<file path="src/rtl/exhaustive_sweep_engine.sv">
// Exhaustive input sweep engine: walks all 2^N_IN vectors (binary or Gray order), samples the
// DUT response after SETTLE cycles, streams (vector, response) records and folds them into a MISR.
module exhaustive_sweep_engine #(
    parameter int                N_IN      = 5,
    parameter int                N_OUT     = 1,
    parameter int                SETTLE    = 1,
    parameter int                MISR_W    = 16,
    parameter logic [MISR_W-1:0] MISR_POLY = 16'h1021
) (
    input  logic              CK,
    input  logic              reset,
    input  logic              start,
    input  logic              mode,
    input  logic              abort,
    output logic [N_IN-1:0]   vec_out,
    input  logic [N_OUT-1:0]  dut_resp,
    output logic              rec_valid,
    input  logic              rec_ready,
    output logic [N_IN-1:0]   rec_vec,
    output logic [N_OUT-1:0]  rec_resp,
    output logic              busy,
    output logic              done,
    output logic              aborted,
    output logic [MISR_W-1:0] signature,
    output logic [N_IN:0]     vec_count
);
    localparam int                CNT_W    = (SETTLE > 1) ? $clog2(SETTLE) : 1;
    localparam logic [CNT_W-1:0]  LAST_CNT = CNT_W'(SETTLE - 1);
    // The index is one bit wider than the vector so the final vector is detected without wrapping.
    localparam logic [N_IN:0]     LAST_IDX = {1'b0, {N_IN{1'b1}}};

    typedef enum logic [1:0] {IDLE, APPLY, EMIT, DONE} state_t;

    state_t           state;
    logic             mode_r;
    logic [N_IN:0]    idx;
    logic [N_IN:0]    idx_next;
    logic [CNT_W-1:0] cnt;

    assign idx_next = idx + 1'b1;

    function automatic logic [N_IN-1:0] order(input logic [N_IN-1:0] i, input logic gray);
        return gray ? (i ^ (i >> 1)) : i;
    endfunction

    function automatic logic [MISR_W-1:0] misr_step(input logic [MISR_W-1:0] sig,
                                                    input logic [N_OUT-1:0]  resp);
        logic [MISR_W-1:0] shifted;
        shifted = {sig[MISR_W-2:0], 1'b0};
        if (sig[MISR_W-1]) shifted = shifted ^ MISR_POLY;
        return shifted ^ MISR_W'(resp);
    endfunction

    always_ff @(posedge CK) begin
        if (!reset) begin
            state     <= IDLE;
            mode_r    <= 1'b0;
            idx       <= '0;
            cnt       <= '0;
            vec_out   <= '0;
            rec_valid <= 1'b0;
            rec_vec   <= '0;
            rec_resp  <= '0;
            busy      <= 1'b0;
            done      <= 1'b0;
            aborted   <= 1'b0;
            signature <= '0;
            vec_count <= '0;
        end else begin
            case (state)
                IDLE, DONE: begin
                    if (start) begin
                        state     <= APPLY;
                        mode_r    <= mode;
                        idx       <= '0;
                        cnt       <= '0;
                        vec_out   <= order('0, mode);
                        busy      <= 1'b1;
                        done      <= 1'b0;
                        aborted   <= 1'b0;
                        signature <= '0;
                        vec_count <= '0;
                    end
                end
                APPLY: begin
                    if (abort) begin
                        state   <= DONE;
                        busy    <= 1'b0;
                        aborted <= 1'b1;
                    end else if (cnt == LAST_CNT) begin
                        state     <= EMIT;
                        rec_valid <= 1'b1;
                        rec_vec   <= vec_out;
                        rec_resp  <= dut_resp;
                        signature <= misr_step(signature, dut_resp);
                    end else begin
                        cnt <= cnt + 1'b1;
                    end
                end
                EMIT: begin
                    // A record accepted in the same cycle as an abort still counts.
                    if (rec_ready) vec_count <= vec_count + 1'b1;
                    if (abort) begin
                        state     <= DONE;
                        busy      <= 1'b0;
                        aborted   <= 1'b1;
                        rec_valid <= 1'b0;
                    end else if (rec_ready) begin
                        rec_valid <= 1'b0;
                        if (idx == LAST_IDX) begin
                            state <= DONE;
                            busy  <= 1'b0;
                            done  <= 1'b1;
                        end else begin
                            state   <= APPLY;
                            idx     <= idx_next;
                            cnt     <= '0;
                            vec_out <= order(idx_next[N_IN-1:0], mode_r);
                        end
                    end
                end
                default: state <= IDLE;
            endcase
        end
    end
endmodule

</file>
<file path="config.mk">
export PLATFORM = sky130hd
export DESIGN_NAME = exhaustive_sweep_engine
export DESIGN_NICKNAME = d
export VERILOG_FILES = /design/src/rtl/exhaustive_sweep_engine.sv
export SDC_FILE = /design/constraint.sdc
export NUM_CORES = 1
export LEC_CHECK = 0
export ABC_AREA = 1
export CAP_MARGIN = 20
export CELL_PAD_IN_SITES_DETAIL_PLACEMENT = 0
export CELL_PAD_IN_SITES_GLOBAL_PLACEMENT = 1
export CORE_MARGIN = 1
export CORE_UTILIZATION = 25
export DETAILED_ROUTE_END_ITERATION = 16
export PLACE_DENSITY = 0.63
export SLEW_MARGIN = 20
export SYNTH_ARGS = -nofsm -noshare
export SYNTH_HDL_FRONTEND = slang
export SYNTH_SLANG_ARGS = --single-unit
</file>
<file path="constraint.sdc">
create_clock -name CK -period 1.5 [get_ports CK]
set_input_delay 0.3 -clock CK [delete_from_list [all_inputs] [get_ports CK]]
set_output_delay 0.3 -clock CK [all_outputs]
set_load 0.1 [all_outputs]
</file>
==> results of run 1 <==
## stage by stage
stage	instance area (µm²)	setup WS [ps]	hold WS (ps)
after global placement	3220	-234	493
final	3450	35.4	503
after floorplan	2140	12.4	435
after CTS	3370	4.74	505
after detailed placement	3220	-220	490
after global routing	3450	-59.7	539
## worst max path at each step
stage,start,to,slack [ps],depth (start not counted)
detailed placement,abort,signature[9],-220,6
floorplan,state[0],vec_count[4],10,8
global route,state[0],vec_out[0],-60,8
global placement,abort,signature[9],-230,6
CTS,state[0],idx[0],5,9
finish,state[0],idx[0],40,9
## state kept, by name, summed over array words and instances (netlist names)
name	count
signature	16
idx	6
vec_count	6
rec_vec	5
vec_out	4
state	2
aborted	1
busy	1
done	1
mode_r	1
rec_resp	1
rec_valid	1
## worst max-delay path, stage by stage, from the launching register on
cell and delay, ps:
dfxtp_2 360, inv_4 50, ha_4 300, inv_4 40
nand2_4 70, nand4_4 170, inv_4 140, nand2_4 90
nor2_2 90, nor2_1 50
## what timing repair did
action / in CTS / in global routing
setup endpoints to repair: 29 / 27
buffers inserted: 1 / 0
pin swaps: 2 / 11
resized for setup: 8 / 22
gates cloned: 1 / 1
## cell families (layout without fill, tap and decap cells)
kind of cell	after synthesis	after routing	synth area share (%)
buf+inv	40	109	8.32
flops	45	45	42.2
compound gates	50	50	13.4
xor+xnor	4	4	1.64
simple gates	139	141	31.5
fa+ha+maj	5	5	2.93
## per-layer routing
layer | part of all wire, % | up-vias | GRT usage (%)
met1 | 51 | 885 | 17.5
met2 | 45 | 38 | 20.0
met3 | 3.4 | 2 | 2.82
met4 | 0.80 | 0 | 3.85
met5 | 0 | - | 0
li1 | - | 1045 | -
## layout make-up
type                    count  area share, %
inverters                  31           3.81
multi-input cells         200           33.8
repair buffers             70           29.4
clock inverters             3          0.834
flip-flops and latches     45           26.3
clock buffers               5           1.99
well taps                 105           3.81
## power by group through the flow
stage | Combinational (µW) | Sequential (µW) | Clock [µW]
detailed placement | 2030 | 1460 | 0
global placement | 2030 | 1460 | 0
floorplan | 787 | 1980 | 0
global route | 2410 | 1460 | 915
CTS | 2140 | 1440 | 878
finish | 2250 | 1450 | 844
## layout by cell type (no fill, tap or decap), types with 4 or more instances in the layout
| cell | netlist | layout |
|---|---|---|
| a21oi_1 | 29 | 28 |
| a21oi_2 | 7 | 8 |
| buf_12 | 0 | 38 |
| buf_4 | 1 | 26 |
| clkbuf_8 | 0 | 5 |
| clkdlybuf4s50_1 | 0 | 6 |
| dfxtp_1 | 45 | 39 |
| dfxtp_2 | 0 | 6 |
| inv_1 | 27 | 24 |
| inv_4 | 0 | 4 |
| nand2_1 | 75 | 72 |
| nand2_2 | 6 | 7 |
| nand2_4 | 1 | 4 |
| nand3_1 | 17 | 15 |
| nor2_1 | 27 | 25 |
| nor2_4 | 1 | 4 |
| o21ai_0 | 11 | 10 |
| xor2_1 | 4 | 4 |
==> results.sh, run 1 <==
export IMPL_yosysWarnings=0
export IMPL_htreeDepth=2
export IMPL_fin_tns_setup_ps=0
export IMPL_synth_top_area_share_pct=42.2
export IMPL_start_kind="flop"
export IMPL_antenna_found_initial=0
export IMPL_routed_wl_um=5270
export IMPL_vias_per_cell=4.29
export IMPL_port_buffers=43
export IMPL_hold_path_end="idx[5]"
export IMPL_regArea_um2=908
export IMPL_synthCells=283
export IMPL_netlist_top_cells_area="dfxtp_1 (42%), nand2_1 (13%), a21oi_1 (6.8%)"
export IMPL_yosys_area_top_type="dfxtp_1"
export IMPL_finalCritPeriodShare_pct=97.6
export IMPL_cp_data_required_time_ps=1700
export IMPL_synth_avg_cell_area_um2=7.54
export IMPL_synthArstFlopShare_pct=0
export IMPL_fin_crit_ps=1460
export IMPL_grt_pass1_vias=1853
export IMPL_drt_iter0_drc=63
export IMPL_setup_viol=0
export IMPL_place_gp_congestion=0.747
export IMPL_regToRegEndpoint="idx[0]"
export IMPL_seqPwrFrac_pct=31.8
export IMPL_stdcell_count=459
export IMPL_syn_to_final_growth_pct=61.7
export IMPL_nets=365
export IMPL_cts_tree="yes"
export IMPL_max_clock_freq_ghz=0.683
export IMPL_yosys_cell_types_count=31
export IMPL_grt_max_degree=18
export IMPL_maxSlewHeadroom_pct=77.3
export IMPL_p_total_uw=4540
export IMPL_p_int_uw=2480
export IMPL_remaining_drc_errors=0
export IMPL_cts_sinks=45
export IMPL_diodes=0
export IMPL_power_frac_clock_pct=18.6
export IMPL_hp_class="reg2reg"
export IMPL_whs_path_depth=2
export IMPL_hold_violations=0
export IMPL_cp_arrival_ps=1660
export IMPL_placement_rows=33
export IMPL_cts_path_max_buffers=2
export IMPL_die_w_um=94.4
export IMPL_worst_pin_slew_ps=340
export IMPL_die_area_mm2=0.00891
export IMPL_dp_hpwl_um=3780
export IMPL_hold_buffers=0
export IMPL_synth_edf_count=0
export IMPL_synth_seq_area_share_pct=42.2
export IMPL_status="complete, no violations"
export IMPL_start_util_pct=25.8
export IMPL_hp_start="idx[5]"
export IMPL_ys_flop_type="dfxtp_1"
export IMPL_yosysMostFrequentCell="nand2_1"
export IMPL_design_core_area_mm2=0.00826
export IMPL_rr_worst_depth=9
export IMPL_wl_per_cell_um=11.5
export IMPL_synthesis_nets=295
export IMPL_cts_root_buf="clkbuf_8"
export IMPL_maxCapViolCount=0
export IMPL_die_y_um=94.4
export IMPL_p_comb_share_pct=49.6
export IMPL_dp_cells=448
export IMPL_grt_first_pass_wirelength_um=8850
export IMPL_grt_ovfl_total=0
export IMPL_clk_pin_slew_ps=100
export IMPL_grt_usage_pct=12.8
export IMPL_maxSlewViolCount=0
export IMPL_ir_worst_vdd_mv=0.526
export IMPL_postLayoutCoreUtil_pct=41.8
export IMPL_p_per_area_mw_per_mm2=1320
export IMPL_critical_path_class="reg2reg"
export IMPL_drive_gt1_share_pct=34.7
export IMPL_ant_nets=0
export IMPL_clk_latency_ps=310
export IMPL_fill_cells=826
export IMPL_syn_area_mm2=0.00213
export IMPL_ys_top_cells_by_count="nand2_1 (75), dfxtp_1 (45), a21oi_1 (29)"
export IMPL_reg2reg_slack_ps=40
export IMPL_ys_ff_latch=45
export IMPL_drtPass1Iterations=4
export IMPL_io_pins=44
export IMPL_rsz0062_at_grt="true"
export IMPL_switchingPower_uw=2070
export IMPL_vias=1970
export IMPL_finClkSkew_ps=12.9
export IMPL_multi_input_area_mm2=0.00117
export IMPL_numCtsBuffers=5
export IMPL_leakage_uw=0.00140
export IMPL_crit_path_end_kind="flop"
export IMPL_rr_startpoint="state[0]"
export IMPL_cp_max_fo=5
export IMPL_swShare_pct=45.5
(Power assumes the default switching activity.)
==> run 2: changes to the inputs <==
--- a/config.mk
+++ b/config.mk
@@ -5,14 +5,13 @@
 export SDC_FILE = /design/constraint.sdc
 export NUM_CORES = 1
 export LEC_CHECK = 0
-export ABC_AREA = 1
 export CAP_MARGIN = 20
 export CELL_PAD_IN_SITES_DETAIL_PLACEMENT = 0
 export CELL_PAD_IN_SITES_GLOBAL_PLACEMENT = 1
 export CORE_MARGIN = 1
 export CORE_UTILIZATION = 25
 export DETAILED_ROUTE_END_ITERATION = 16
-export PLACE_DENSITY = 0.63
+export PLACE_DENSITY = 0.62
 export SLEW_MARGIN = 20
 export SYNTH_ARGS = -nofsm -noshare
 export SYNTH_HDL_FRONTEND = slang
==> results.sh, run 2 <==
export IMPL_netlist_top_cells_area="dfxtp_1 (44%), a22oi_1 (7.4%), nor2_1 (6.3%)"
export IMPL_fill_cells=730
export IMPL_dp_hpwl_um=3810
export IMPL_p_int_uw=2160
export IMPL_place_gp_congestion=0.816
export IMPL_cp_slowest_cell="or4_4"
export IMPL_hold_violations=0
export IMPL_drive_gt1_share_pct=46.4
export IMPL_finalCritPeriodShare_pct=122
export IMPL_synth_seq_area_share_pct=44.2
export IMPL_placement_rows=32
export IMPL_crit_chain="inv_4, ha_4, buf_6, nand2_4, or4_4, or4_1, o21ai_1"
export IMPL_seqPwrFrac_pct=38.6
export IMPL_reg2reg_slack_ps=-330
export IMPL_largest_reg_flops=16
export IMPL_cpPeakStageDelay_ps=530
export IMPL_synthArstFlopShare_pct=0
export IMPL_leakage_uw=0.00138
export IMPL_die_w_um=92.3
export IMPL_synth_top_area_share_pct=44.2
export IMPL_hp_start="rec_vec[1]"
export IMPL_diodes=0
export IMPL_antenna_found_initial=0
export IMPL_rr_worst_depth=7
export IMPL_finClkSkew_ps=8.27
export IMPL_synthCells=236
export IMPL_whs_path_depth=2
export IMPL_grt_first_pass_wirelength_um=9970
export IMPL_grt_max_degree=20
export IMPL_crit_buf_inv=2
export IMPL_setup_viol=36
export IMPL_ir_worst_vdd_mv=0.545
export IMPL_die_y_um=92.3
export IMPL_syn_to_final_growth_pct=84.8
export IMPL_path_depth=7
export IMPL_hold_slack_ps=496
export IMPL_top_regs="signature x16, idx x6, vec_count x6"
export IMPL_synth_edf_count=0
export IMPL_synthesis_nets=248
export IMPL_start_kind="flop"
export IMPL_start_util_pct=26.1
export IMPL_p_per_area_mw_per_mm2=877
export IMPL_cts_tree="yes"
export IMPL_cts_root_buf="clkbuf_8"
export IMPL_clk_latency_ps=300
export IMPL_setup_slack_ps=-327
export IMPL_critical_path_class="reg2reg"
export IMPL_design_core_area_mm2=0.00781
export IMPL_ys_ff_latch=45
export IMPL_wl_per_cell_um=13.7
export IMPL_nets=332
export IMPL_hold_path_end="rec_vec[1]"
export IMPL_routed_wl_um=5810
export IMPL_yosysWarnings=0
export IMPL_yosys_cell_types_count=44
export IMPL_switchingPower_uw=1150
export IMPL_cp_max_fo=4
export IMPL_swShare_pct=34.8
export IMPL_vias_per_cell=4.74
export IMPL_port_buffers=43
export IMPL_cts_path_max_buffers=2
export IMPL_hold_buffers=0
export IMPL_status="finished with violations"
export IMPL_drt_iter0_drc=37
export IMPL_grt_usage_pct=14.6
export IMPL_final_cell_mix="dfxtp_1 (40), buf_12 (40), nor2_1 (32)"
export IMPL_p_comb_share_pct=37.3
export IMPL_grt_pass1_vias=1999
export IMPL_max_clock_freq_ghz=0.547
export IMPL_vias=2003
export IMPL_rsz0062_at_grt="true"
export IMPL_fin_crit_ps=1830
export IMPL_largest_register="signature"
export IMPL_die_area_mm2=0.00852
export IMPL_yosysMostFrequentCell="dfxtp_1"
export IMPL_cts_sinks=45
export IMPL_clk_pin_slew_ps=90
export IMPL_drtPass1Iterations=4
export IMPL_worst_pin_slew_ps=543
export IMPL_remaining_drc_errors=0
export IMPL_hp_class="reg2reg"
export IMPL_violations="setup timing"
export IMPL_htreeDepth=2
export IMPL_numCtsBuffers=5
export IMPL_synth_avg_cell_area_um2=8.64
export IMPL_io_pins=44
export IMPL_ant_nets=0
export IMPL_fin_tns_setup_ps=-6620
export IMPL_maxSlewViolCount=0
export IMPL_cp_data_required_time_ps=1740
export IMPL_cp_arrival_ps=2060
export IMPL_crit_path_end_kind="flop"
export IMPL_maxCapViolCount=0
export IMPL_ys_flop_type="dfxtp_1"
export IMPL_power_frac_clock_pct=24.1
export IMPL_regToRegEndpoint="idx[3]"
export IMPL_cp_top_family="simple AND/OR/NAND/NOR gates"
export IMPL_syn_area_mm2=0.00204
export IMPL_rr_startpoint="state[0]"
export IMPL_grt_ovfl_total=0
export IMPL_yosys_area_top_type="dfxtp_1"
export IMPL_ys_top_cells_by_count="dfxtp_1 (45), nor2_1 (34), nand2_1 (27)"
export IMPL_maxSlewHeadroom_pct=63.4
## run 2: cell types whose count changed after synthesis, sizes merged, moves of 4 or more
cell	before	now
nand2	82	27
mux2i	0	5
clkbuf	2	10
o21ai	12	8
a22oi	0	20
a21oi	36	20
inv	31	5
nand3	19	9
## run 2: worst reg2reg max path, stage by stage (launching register included)
cell     delay, ps
dfxtp_2        350
inv_4           70
ha_4           140
buf_6           90
nand2_4         40
or4_4          530
or4_1          470
o21ai_1         80
## run 2: cell type report
type | count | area, µm² | share of cell area [%]
tap | 102 | 128 | 3.39
inverter | 5 | 25.0 | 0.664
clock inverter | 3 | 25.0 | 0.664
timing repair buffer | 92 | 1280 | 33.9
clock buffer | 5 | 68.8 | 1.83
multi-input combinational | 171 | 1340 | 35.4
sequential | 45 | 910 | 24.1
## run 2: timing repair
item | CTS | global route
setup buffers | 7 | 1
gates resized for setup | 59 | 15
gates cloned | 3 | 0
endpoints found under the setup margin | 35 | 44
pin swaps | 18 | 19
## run 2: how the worst max path moves through the flow
| stage | from | endpoint | slack, ps |
|---|---|---|---|
| finish | state[0] | idx[3] | -330 |
| floorplan | state[0] | idx[3] | -460 |
| detailed placement | start | vec_out[1] | -580 |
| CTS | state[0] | idx[3] | -310 |
| global placement | start | idx[3] | -550 |
| global route | state[0] | idx[3] | -420 |
## run 2: power groups by stage
stage	combinational, µW	sequential (µW)	clock, µW
global placement	877	1300	0
finish	1230	1280	797
global route	1310	1280	886
CTS	1180	1270	827
detailed placement	872	1300	0
floorplan	357	1440	0
## run 2: stage by stage
stage	setup WS, ps	cell area (µm²)	cells	total power, µW	utilization (%)
3_3_place_gp	-552	3250	406	2170	41.6
2_1_floorplan	-457	2070	236	1790	-
6_report	-327	3770	423	3300	48.3
5_1_grt	-422	3770	423	3470	48.3
3_5_place_dp	-580	3250	406	2170	41.6
4_1_cts	-314	3710	423	3280	47.5
## run 2: kinds of logic (layout without fill, tap and decap cells)
family          Yosys count  count (layout)  synth area share [%]
compound gates           60              61                  19.4
xor+xnor                 10              10                  4.29
fa+ha+maj                 5               5                  3.07
buf+inv                  21             105                  4.79
flops                    45              45                  44.2
mux                       6               6                  3.01
simple gates             89              89                  21.2
## run 2: layer usage
| metal | wire [µm] | global-route usage [%] | up-vias |
|---|---|---|---|
| li1 | - | - | 996 |
| met1 | 2550 | 18.2 | 952 |
| met2 | 2930 | 24.1 | 43 |
| met3 | 214 | 3.45 | 12 |
| met4 | 119 | 5.73 | 0 |
| met5 | 0 | 0 | - |
==> run 3: changes to the inputs <==
==> constraint.sdc (replaced) <==
create_clock -name CK -period 1.5 [get_ports CK]
set_input_delay 0.3 -clock CK [delete_from_list [all_inputs] [get_ports CK]]
set_output_delay 0.3 -clock CK [all_outputs]
set_load 0.005 [all_outputs]
==> results.sh, run 3 (synthesis results as in run 2) <==
export IMPL_status="finished with violations"
export IMPL_violations="setup timing"
export IMPL_rr_startpoint="state[1]"
export IMPL_numCtsBuffers=5
export IMPL_hp_class="reg2reg"
export IMPL_vias_per_cell=4.60
export IMPL_cts_path_max_buffers=2
export IMPL_htreeDepth=2
export IMPL_hold_violations=0
export IMPL_crit_start="state[1]"
export IMPL_clk_latency_ps=310
export IMPL_grt_usage_pct=14.7
export IMPL_cts_root_buf="clkbuf_8"
export IMPL_die_w_um=92.3
export IMPL_dp_slack_ps=-577
export IMPL_wl_per_cell_um=13.6
export IMPL_io_pins=44
export IMPL_p_total_uw=3200
export IMPL_largest_register="signature"
export IMPL_placement_rows=32
export IMPL_grt_first_pass_wirelength_um=9970
export IMPL_cts_sinks=45
export IMPL_crit_path_end_kind="flop"
export IMPL_diodes=0
export IMPL_drtPass1Iterations=4
export IMPL_largest_reg_flops=16
export IMPL_grt_ovfl_total=0
export IMPL_drt_iter0_drc=61
export IMPL_nets=363
export IMPL_maxSlewViolCount=0
export IMPL_die_area_mm2=0.00852
export IMPL_hp_start="rec_vec[4]"
export IMPL_design_core_area_mm2=0.00781
export IMPL_cp_data_required_time_ps=1710
export IMPL_max_clock_freq_ghz=0.548
export IMPL_die_y_um=92.3
export IMPL_cts_tree="yes"
export IMPL_final_common_cell="buf_4"
export IMPL_fin_crit_ps=1830
export IMPL_finClkSkew_ps=6.61
export IMPL_finalCritPeriodShare_pct=122
export IMPL_rsz0062_at_grt="true"
export IMPL_antenna_found_initial=0
export IMPL_grt_pass1_vias=2059
export IMPL_start_kind="flop"
export IMPL_maxSlewHeadroom_pct=67.7
export IMPL_start_util_pct=26.1
export IMPL_vias=2089
export IMPL_remaining_drc_errors=0
export IMPL_reg2reg_slack_ps=-330
export IMPL_setup_viol=35
export IMPL_cp_max_fo=8
export IMPL_critical_path_class="reg2reg"
export IMPL_top_regs="signature x16, idx x6, vec_count x6"
export IMPL_final_cell_mix="buf_4 (57), nor2_1 (32), dfxtp_2 (29)"
export IMPL_grt_max_degree=20
export IMPL_hold_buffers=0
export IMPL_fin_tns_setup_ps=-9220
export IMPL_dp_hpwl_um=3920
export IMPL_p_per_area_mw_per_mm2=854
export IMPL_place_gp_congestion=0.782
export IMPL_cp_arrival_ps=2030
export IMPL_drive_gt1_share_pct=48.3
export IMPL_routed_wl_um=6180
export IMPL_setup_slack_ps=-326
export IMPL_ir_worst_vdd_mv=0.381
export IMPL_syn_to_final_growth_pct=83.9
export IMPL_worst_pin_slew_ps=483
export IMPL_maxCapViolCount=0
export IMPL_ant_nets=0
export IMPL_clk_pin_slew_ps=100
export IMPL_port_buffers=43
export IMPL_leakage_uw=0.00172
## run 3: changes by cell type in the layout (fill, tap and decap cells not counted), sizes merged
cell,delta
inv,+3
clkdlybuf4s50,+19
dlygate4sd2,+1
buf,-6
dlymetal6s2s,+17
clkinvlp,-2
clkinv,-1
## run 3: power by group
| group | leakage, µW | total, µW | switching, µW | internal, µW |
|---|---|---|---|---|
| registers | 0.000382 | 1250 | 27.8 | 1220 |
| clock network | 0.0000495 | 832 | 485 | 347 |
| logic | 0.00129 | 1120 | 495 | 622 |
## run 3: final timing paths
check                      end  cells after the start
setup / recovery  signature[5]                      8
hold / removal      rec_vec[4]                      2
setup reg to reg  signature[5]                      8
hold reg to reg     rec_vec[4]                      2
## run 3: layout make-up
| cell class | count | area [µm²] |
|---|---|---|
| clock inverters | 3 | 26.3 |
| inverters | 5 | 21.3 |
| repair buffers | 123 | 1190 |
| fillers | 714 | 4060 |
| flip-flops and latches | 45 | 956 |
| multi-input cells | 171 | 1360 |
| well taps | 102 | 128 |
| clock buffers | 5 | 68.8 |
## run 3: metrics by stage
step | cells | area [µm²] | hold WS [ps] | utilization (%)
after detailed placement | 406 | 2870 | 449 | 36.8
after CTS | 429 | 3400 | 463 | 43.6
final | 454 | 3750 | 460 | 48.0
after floorplan | 236 | 2070 | 426 | -
after global routing | 454 | 3750 | 485 | 48.0
after global placement | 406 | 2870 | 448 | 36.8
## run 3: worst max-delay path, stage by stage (launching register included)
cell     delay (ps)
dfxtp_4         380
ha_4            260
nor2b_4         140
buf_12          140
buf_6           120
a211o_4         340
buf_12          150
a22oi_2         140
nor2_1           60
## run 3: repair_timing
action / in CTS / in global routing
cloned: 3 / 0
gates resized for setup: 85 / 48
endpoints found under the setup margin: 56 / 62
setup buffers: 12 / 26
pin swaps: 22 / 23
## run 3: per-layer routing
layer / routed length (µm) / track usage [%] / vias up
met1: 2720 / 18.7 / 978
met2: 3140 / 24.8 / 45
met5: 0 / 0 / -
met3: 236 / 2.96 / 6
met4: 83 / 4.82 / 0
li1: - / - / 1060
